<file path="src/rtl/calibration_pkg.sv">
// Shared calibration types: step FSM state encoding, accumulator update mode,
// sequencer state encoding and the default strand colours.
package calibration_pkg;

    typedef enum logic [2:0] {
        STEP_IDLE       = 3'd0,
        STEP_SETTLE     = 3'd1,
        STEP_CAPTURE    = 3'd2,
        STEP_ACCUMULATE = 3'd3,
        STEP_FINISH     = 3'd4
    } calibration_step_state_t;

    typedef enum logic {
        UPDATE_ACCUMULATE = 1'b0,
        UPDATE_OVERWRITE  = 1'b1
    } update_mode_t;

    typedef enum logic [2:0] {
        SEQ_IDLE         = 3'd0,
        SEQ_PUSH         = 3'd1,
        SEQ_WAIT_DISPLAY = 3'd2,
        SEQ_TRIGGER      = 3'd3,
        SEQ_WAIT_STEP    = 3'd4,
        SEQ_DONE         = 3'd5
    } seq_state_t;

    localparam logic [23:0] DEFAULT_COLOR_0 = 24'h00FF00;
    localparam logic [23:0] DEFAULT_COLOR_1 = 24'h0000FF;

endpackage

</file>
<file path="src/rtl/bitplane_color_lut.sv">
// Combinational mapping from an LED index and the active bit plane to a strand
// colour; LEDs past the physical strand, or a blanked sequencer, give black.
module bitplane_color_lut
    import calibration_pkg::*;
#(
    parameter int          NUM_LEDS          = 50,
    parameter int          LED_ADDRESS_WIDTH = 10,
    parameter int          BIT_INDEX_WIDTH   = 3,
    parameter logic [23:0] COLOR_0           = DEFAULT_COLOR_0,
    parameter logic [23:0] COLOR_1           = DEFAULT_COLOR_1
)(
    input  logic [LED_ADDRESS_WIDTH-1:0] i_led_index,
    input  logic [BIT_INDEX_WIDTH-1:0]   i_bit_index,
    input  logic                         i_blank,
    output logic [23:0]                  o_color
);

    logic [LED_ADDRESS_WIDTH-1:0] w_shifted;
    logic                         w_out_of_range;

    // A shift keeps the bit select free of index-width mismatches.
    assign w_shifted      = i_led_index >> i_bit_index;
    assign w_out_of_range = 32'(i_led_index) >= NUM_LEDS;

    always_comb begin
        o_color = w_shifted[0] ? COLOR_1 : COLOR_0;
        if (i_blank || w_out_of_range) begin
            o_color = '0;
        end
    end

endmodule

</file>
<file path="src/rtl/calibration_pattern_sequencer.sv">
// Steps the strand through one binary bit-plane pattern per address bit and
// hands each latched pattern to calibration_step_fsm for capture.
module calibration_pattern_sequencer
    import calibration_pkg::*;
#(
    parameter int          NUM_LEDS          = 50,
    parameter int          LED_ADDRESS_WIDTH = 10,
    parameter int          NUM_BITS          = 6,
    parameter logic [23:0] COLOR_0           = DEFAULT_COLOR_0,
    parameter logic [23:0] COLOR_1           = DEFAULT_COLOR_1,
    localparam int         BIT_INDEX_WIDTH   = $clog2(NUM_BITS + 1)
)(
    input  logic                         clk_pixel,
    input  logic                         rst,
    input  logic                         start_in,
    input  logic                         abort_in,
    input  logic                         led_request_in,
    input  logic [LED_ADDRESS_WIDTH-1:0] led_index_in,
    output logic [23:0]                  color_out,
    output logic                         color_valid_out,
    output logic                         strand_start_out,
    input  logic                         strand_done_in,
    input  logic [2:0]                   step_state_in,
    output logic                         start_step_out,
    output logic                         should_overwrite_out,
    output logic [BIT_INDEX_WIDTH-1:0]   bit_index_out,
    output logic                         busy_out,
    output logic                         done_out
);

    localparam logic [BIT_INDEX_WIDTH-1:0] LAST_BIT = BIT_INDEX_WIDTH'(NUM_BITS - 1);

    seq_state_t                 r_state;
    logic [BIT_INDEX_WIDTH-1:0] r_bit_index;
    logic                       r_start_d;
    logic                       r_strand_start;
    logic                       r_start_step;
    logic                       r_overwrite;
    logic                       r_done;
    logic [23:0]                r_color;
    logic                       r_color_valid;
    logic                       w_start_edge;
    logic                       w_blank;
    logic [23:0]                w_lut_color;

    assign w_start_edge = start_in & ~r_start_d;
    assign w_blank      = (r_state == SEQ_IDLE) || (r_state == SEQ_DONE);

    bitplane_color_lut #(
        .NUM_LEDS          (NUM_LEDS),
        .LED_ADDRESS_WIDTH (LED_ADDRESS_WIDTH),
        .BIT_INDEX_WIDTH   (BIT_INDEX_WIDTH),
        .COLOR_0           (COLOR_0),
        .COLOR_1           (COLOR_1)
    ) u_lut (
        .i_led_index (led_index_in),
        .i_bit_index (r_bit_index),
        .i_blank     (w_blank),
        .o_color     (w_lut_color)
    );

    // The start history updates every cycle, so an edge eaten by abort or busy is gone for good.
    always_ff @(posedge clk_pixel) begin
        if (rst) begin
            r_state        <= SEQ_IDLE;
            r_bit_index    <= '0;
            r_start_d      <= 1'b0;
            r_strand_start <= 1'b0;
            r_start_step   <= 1'b0;
            r_overwrite    <= 1'b0;
            r_done         <= 1'b0;
        end else begin
            r_start_d <= start_in;
            if (abort_in) begin
                r_state        <= SEQ_IDLE;
                r_strand_start <= 1'b0;
                r_start_step   <= 1'b0;
                r_overwrite    <= 1'b0;
                r_done         <= 1'b0;
            end else begin
                case (r_state)
                    SEQ_IDLE: if (w_start_edge) begin
                        r_bit_index    <= '0;
                        r_strand_start <= 1'b1;
                        r_state        <= SEQ_PUSH;
                    end
                    SEQ_PUSH: begin
                        r_strand_start <= 1'b0;
                        r_state        <= SEQ_WAIT_DISPLAY;
                    end
                    SEQ_WAIT_DISPLAY: if (strand_done_in) begin
                        r_start_step <= 1'b1;
                        r_overwrite  <= (r_bit_index == '0);
                        r_state      <= SEQ_TRIGGER;
                    end
                    SEQ_TRIGGER: if (step_state_in != STEP_IDLE) begin
                        r_start_step <= 1'b0;
                        r_overwrite  <= 1'b0;
                        r_state      <= SEQ_WAIT_STEP;
                    end
                    // Leaving through WAIT_STEP keeps start_step low between captures.
                    SEQ_WAIT_STEP: if (step_state_in == STEP_IDLE) begin
                        if (r_bit_index == LAST_BIT) begin
                            r_done  <= 1'b1;
                            r_state <= SEQ_DONE;
                        end else begin
                            r_bit_index    <= r_bit_index + BIT_INDEX_WIDTH'(1);
                            r_strand_start <= 1'b1;
                            r_state        <= SEQ_PUSH;
                        end
                    end
                    SEQ_DONE: begin
                        r_done  <= 1'b0;
                        r_state <= SEQ_IDLE;
                    end
                    default: r_state <= SEQ_IDLE;
                endcase
            end
        end
    end

    always_ff @(posedge clk_pixel) begin
        if (rst) begin
            r_color       <= '0;
            r_color_valid <= 1'b0;
        end else begin
            r_color_valid <= led_request_in;
            r_color       <= led_request_in ? w_lut_color : '0;
        end
    end

    assign color_out            = r_color;
    assign color_valid_out      = r_color_valid;
    assign strand_start_out     = r_strand_start;
    assign start_step_out       = r_start_step;
    assign should_overwrite_out = r_overwrite;
    assign bit_index_out        = r_bit_index;
    assign busy_out             = (r_state != SEQ_IDLE);
    assign done_out             = r_done;

endmodule

</file>
<file path="config.mk">
export PLATFORM = sky130hd
export DESIGN_NAME = calibration_pattern_sequencer
export DESIGN_NICKNAME = d
export VERILOG_FILES = /design/src/rtl/calibration_pkg.sv /design/src/rtl/bitplane_color_lut.sv /design/src/rtl/calibration_pattern_sequencer.sv
export SDC_FILE = /design/constraint.sdc
export NUM_CORES = 1
export LEC_CHECK = 0
export CAP_MARGIN = 30
export CORE_UTILIZATION = 35
export CTS_CLUSTER_DIAMETER = 100
export DETAILED_ROUTE_END_ITERATION = 7
export PLACE_DENSITY = 0.85
export SYNTH_ARGS = -nofsm -noshare
export SYNTH_HDL_FRONTEND = slang
export SYNTH_SLANG_ARGS = --single-unit
</file>
<file path="constraint.sdc">
create_clock -name clk_pixel -period 1.9 [get_ports clk_pixel]
set_input_delay 0.285 -clock clk_pixel [delete_from_list [all_inputs] [get_ports clk_pixel]]
set_output_delay 0.285 -clock clk_pixel [all_outputs]
set_load 0.03 [all_outputs]
</file>
==> out/metrics.yaml <==
outcome:
  status: "completed"
cells_and_area:
  final_cell_mix: "41 x clkdlybuf4s50_1, 12 x dfxtp_1, 9 x nor2_1, 9 x buf_4, 8 x conb_1"
  fin_area_mm2: 0.001388
  fillers: 237
  multiInputGateArea_um2: 514.2
  syn2layout_area_growth_pct: 43.65
  antenna_cells: 0
  final_common_cell: "clkdlybuf4s50_1"
  fin_nets: 169
  regArea_um2: 285.3
  drive_gt1_share_pct: 15.75
synth:
  synth_warnings: 0
  synthMuxAreaShare_pct: 6.736
  synthFlopType: "dfxtp_1"
  yosysSeqAreaShare_pct: 29.02
  synthTopCellsByArea: "dfxtp_1 29%, buf_4 17%, mux4_2 4.7%, ha_1 3.9%, nor2_1 3.5%"
  synth_xor_area_share_pct: 0.9067
  netlist-cell-type-count: 39
  synth_compound_area_share_pct: 18.26
  synth_top_family_by_area: "buffers and inverters"
  ys_seq_elements: 14
  synth_edf_count: 0
  netlist_area_um2: 965.9
  synthCells: 110
  async_reset_ff_share_pct: 0
  synth_fa_ha_area_share_pct: 3.886
  syn_area_per_cell_um2: 8.781
  synth_top_cell_area_share_pct: 29.02
  yosys.area.top_type: "dfxtp_1"
  synth-simple-area-share_pct: 19.30
timing:
  slew_violations: 0
  hold_viol: 0
  setup-violations-final: 0
  fin_skew_ns: 0.004666
  max_freq_ghz: 0.5474
  fin_crit_sh_pct: 96.16
  tns_ns: 0
  fin_ws_ns: 0.07304
  post-route-min-period_ns: 1.827
drt:
  vias: 878
  dr_wl_met2_mm: 1.141
  firstDrtPassIters: 4
  drt_iter0_drc: 15
  wl_met3_um: 207
  wl_met1_um: 794
  viasPerCell: 4.989
  finalWirelength_mm: 2.167
  route.top_layer_used: "met4"
  ant_nets: 0
  drc: 0
  wl_per_cell_um: 12.31
global_routing:
  grt_pass1_vias: 816
  antenna_found_initial: 0
  grt_usage_pct: 16.02
  grt_remaining_overflow: 0
  grt_max_degree: 14
  grt_pass1_wl_mm: 3.374
placed_design:
  numPortBuffers: 43
  dpl-instance-area_mm2: 0.001340
  gp_congestion: 0.8039
  pre_cts_slack_ns: -0.1033
  place_hpwl_mm: 1.733
die:
  fp.dieArea_mm2: 0.002974
  num_rows: 18
  die_w_um: 54.54
  die_y_um: 54.54
  pin_count: 52
  core_area_mm2: 0.002545
  initial_core_util_pct: 37.95
worst_hold_path:
  hp-class: "reg2reg"
clock_network:
  cts.clk_slew.worst_paths_ns: 0.08
  clk_path_buf_depth: 2
  cts_tree: "done"
  clock_tree.root_cell: "clkbuf_4"
  h-tree-depth: 1
  cts_buffers: 3
  clk_latency_ns: 0.29
  cts_num_sinks: 14
critical_path:
  startpoint_type: "flop"
  worstPathRequired_ns: 2.13
  cp.arrival_ns: 2.05
  end_kind: "flop"
  worstSetupPathType: "reg2reg"
  worstPathMaxFanout: 2
power_and_ir_drop:
  p_comb_share_pct: 19.4
  swShare_pct: 25.88
  p_leak_nw: 0.5364
  power_density_mw_per_mm2: 462.5
  p_sw_mw: 0.1661
  clkPwrFrac_pct: 33.5
  pwr-share-seq_pct: 47.1
  power.internal_mw: 0.4757
  max-vdd-ir-drop_v: 0.0003379
job:
  cap_viol_max_count: 0
[logic make-up (layout without fill, tap and decap cells)]
group / count (synthesis) / count (layout)
mux: 4 / 4
compound gates: 23 / 23
xor+xnor: 1 / 1
simple gates: 33 / 33
other cells: 1 / 8
fa+ha+maj: 3 / 3
buf+inv: 31 / 60
flops: 14 / 14
[sequential cells by signal, indices dropped and copies added (netlist names)]
name                  flops
r_state                   3
strand_start_out          1
color_out                 2
bit_index_out             3
r_start_d                 1
should_overwrite_out      1
start_step_out            1
color_valid_out           1
done_out                  1
[synth_stat cells, types with 2 or more instances]
| master | count |
|---|---|
| nor2_1 | 9 |
| nor3_1 | 4 |
| inv_1 | 4 |
| nand2b_1 | 3 |
| a21oi_1 | 4 |
| dfxtp_1 | 14 |
| clkbuf_1 | 3 |
| nor2b_1 | 3 |
| nand2_1 | 3 |
| mux4_2 | 2 |
| mux2i_1 | 2 |
| o21ai_1 | 4 |
| or3_1 | 4 |
| ha_1 | 3 |
| o21ai_0 | 2 |
| nor3b_1 | 2 |
| buf_4 | 22 |
[layout make-up]
| cell class | instances | area share, % |
|---|---|---|
| Multi-Input combinational cell | 72 | 37.06 |
| Clock buffer | 4 | 2.615 |
| Timing Repair Buffer | 52 | 35.98 |
| Inverter | 4 | 1.082 |
| Tap cell | 30 | 2.705 |
| Sequential cell | 14 | 20.56 |
[worst paths after layout]
path,from,slack [ns],to,cells after the start
setup reg to reg,bit_index_out[1],0.07,bit_index_out[1],6
hold reg to reg,strand_start_out,0.50,strand_start_out,2
setup / recovery,bit_index_out[1],0.07,bit_index_out[1],6
hold / removal,strand_start_out,0.50,strand_start_out,2
[layer usage]
layer  GRT usage (%)  vias to the layer above
met5               0                        -
li1                -                      433
met3           3.889                        3
met4           5.128                        0
met1           17.30                      388
met2           30.08                       54
[metrics by stage]
step / hold WS [ns] / total power [mW] / util, % / instances
floorplan: 0.3444 / 0.3804 / - / 117
global placement: 0.4857 / 0.4304 / 52.65 / 172
detailed placement: 0.4905 / 0.4330 / 52.65 / 172
CTS: 0.5026 / 0.6440 / 54.03 / 176
global route: 0.5411 / 0.6667 / 54.52 / 176
finish: 0.5028 / 0.6417 / 54.52 / 176
[what timing repair did]
action	4_1_cts	5_1_grt
buffers inserted	0	0
pin swaps	0	2
gates resized for setup	1	4
setup endpoints to repair	1	2
hold buffers	0	0
[critical path, cell delays in order (launching register included)]
cell and delay, ns:
dfxtp_4 0.35, inv_1 0.05, ha_2 0.19, a2111oi_4 0.40, a21oi_2 0.11, or4b_4 0.54, a21oi_2 0.12
[power by group through the flow]
stage	Clock, mW	Combinational (mW)	Sequential, mW
4_1_cts	0.218	0.124	0.302
6_report	0.215	0.124	0.302
3_3_place_gp	0	0.122	0.309
5_1_grt	0.230	0.133	0.303
2_1_floorplan	0	0.0699	0.311
3_5_place_dp	0	0.124	0.309
(Power assumes the default switching activity.)
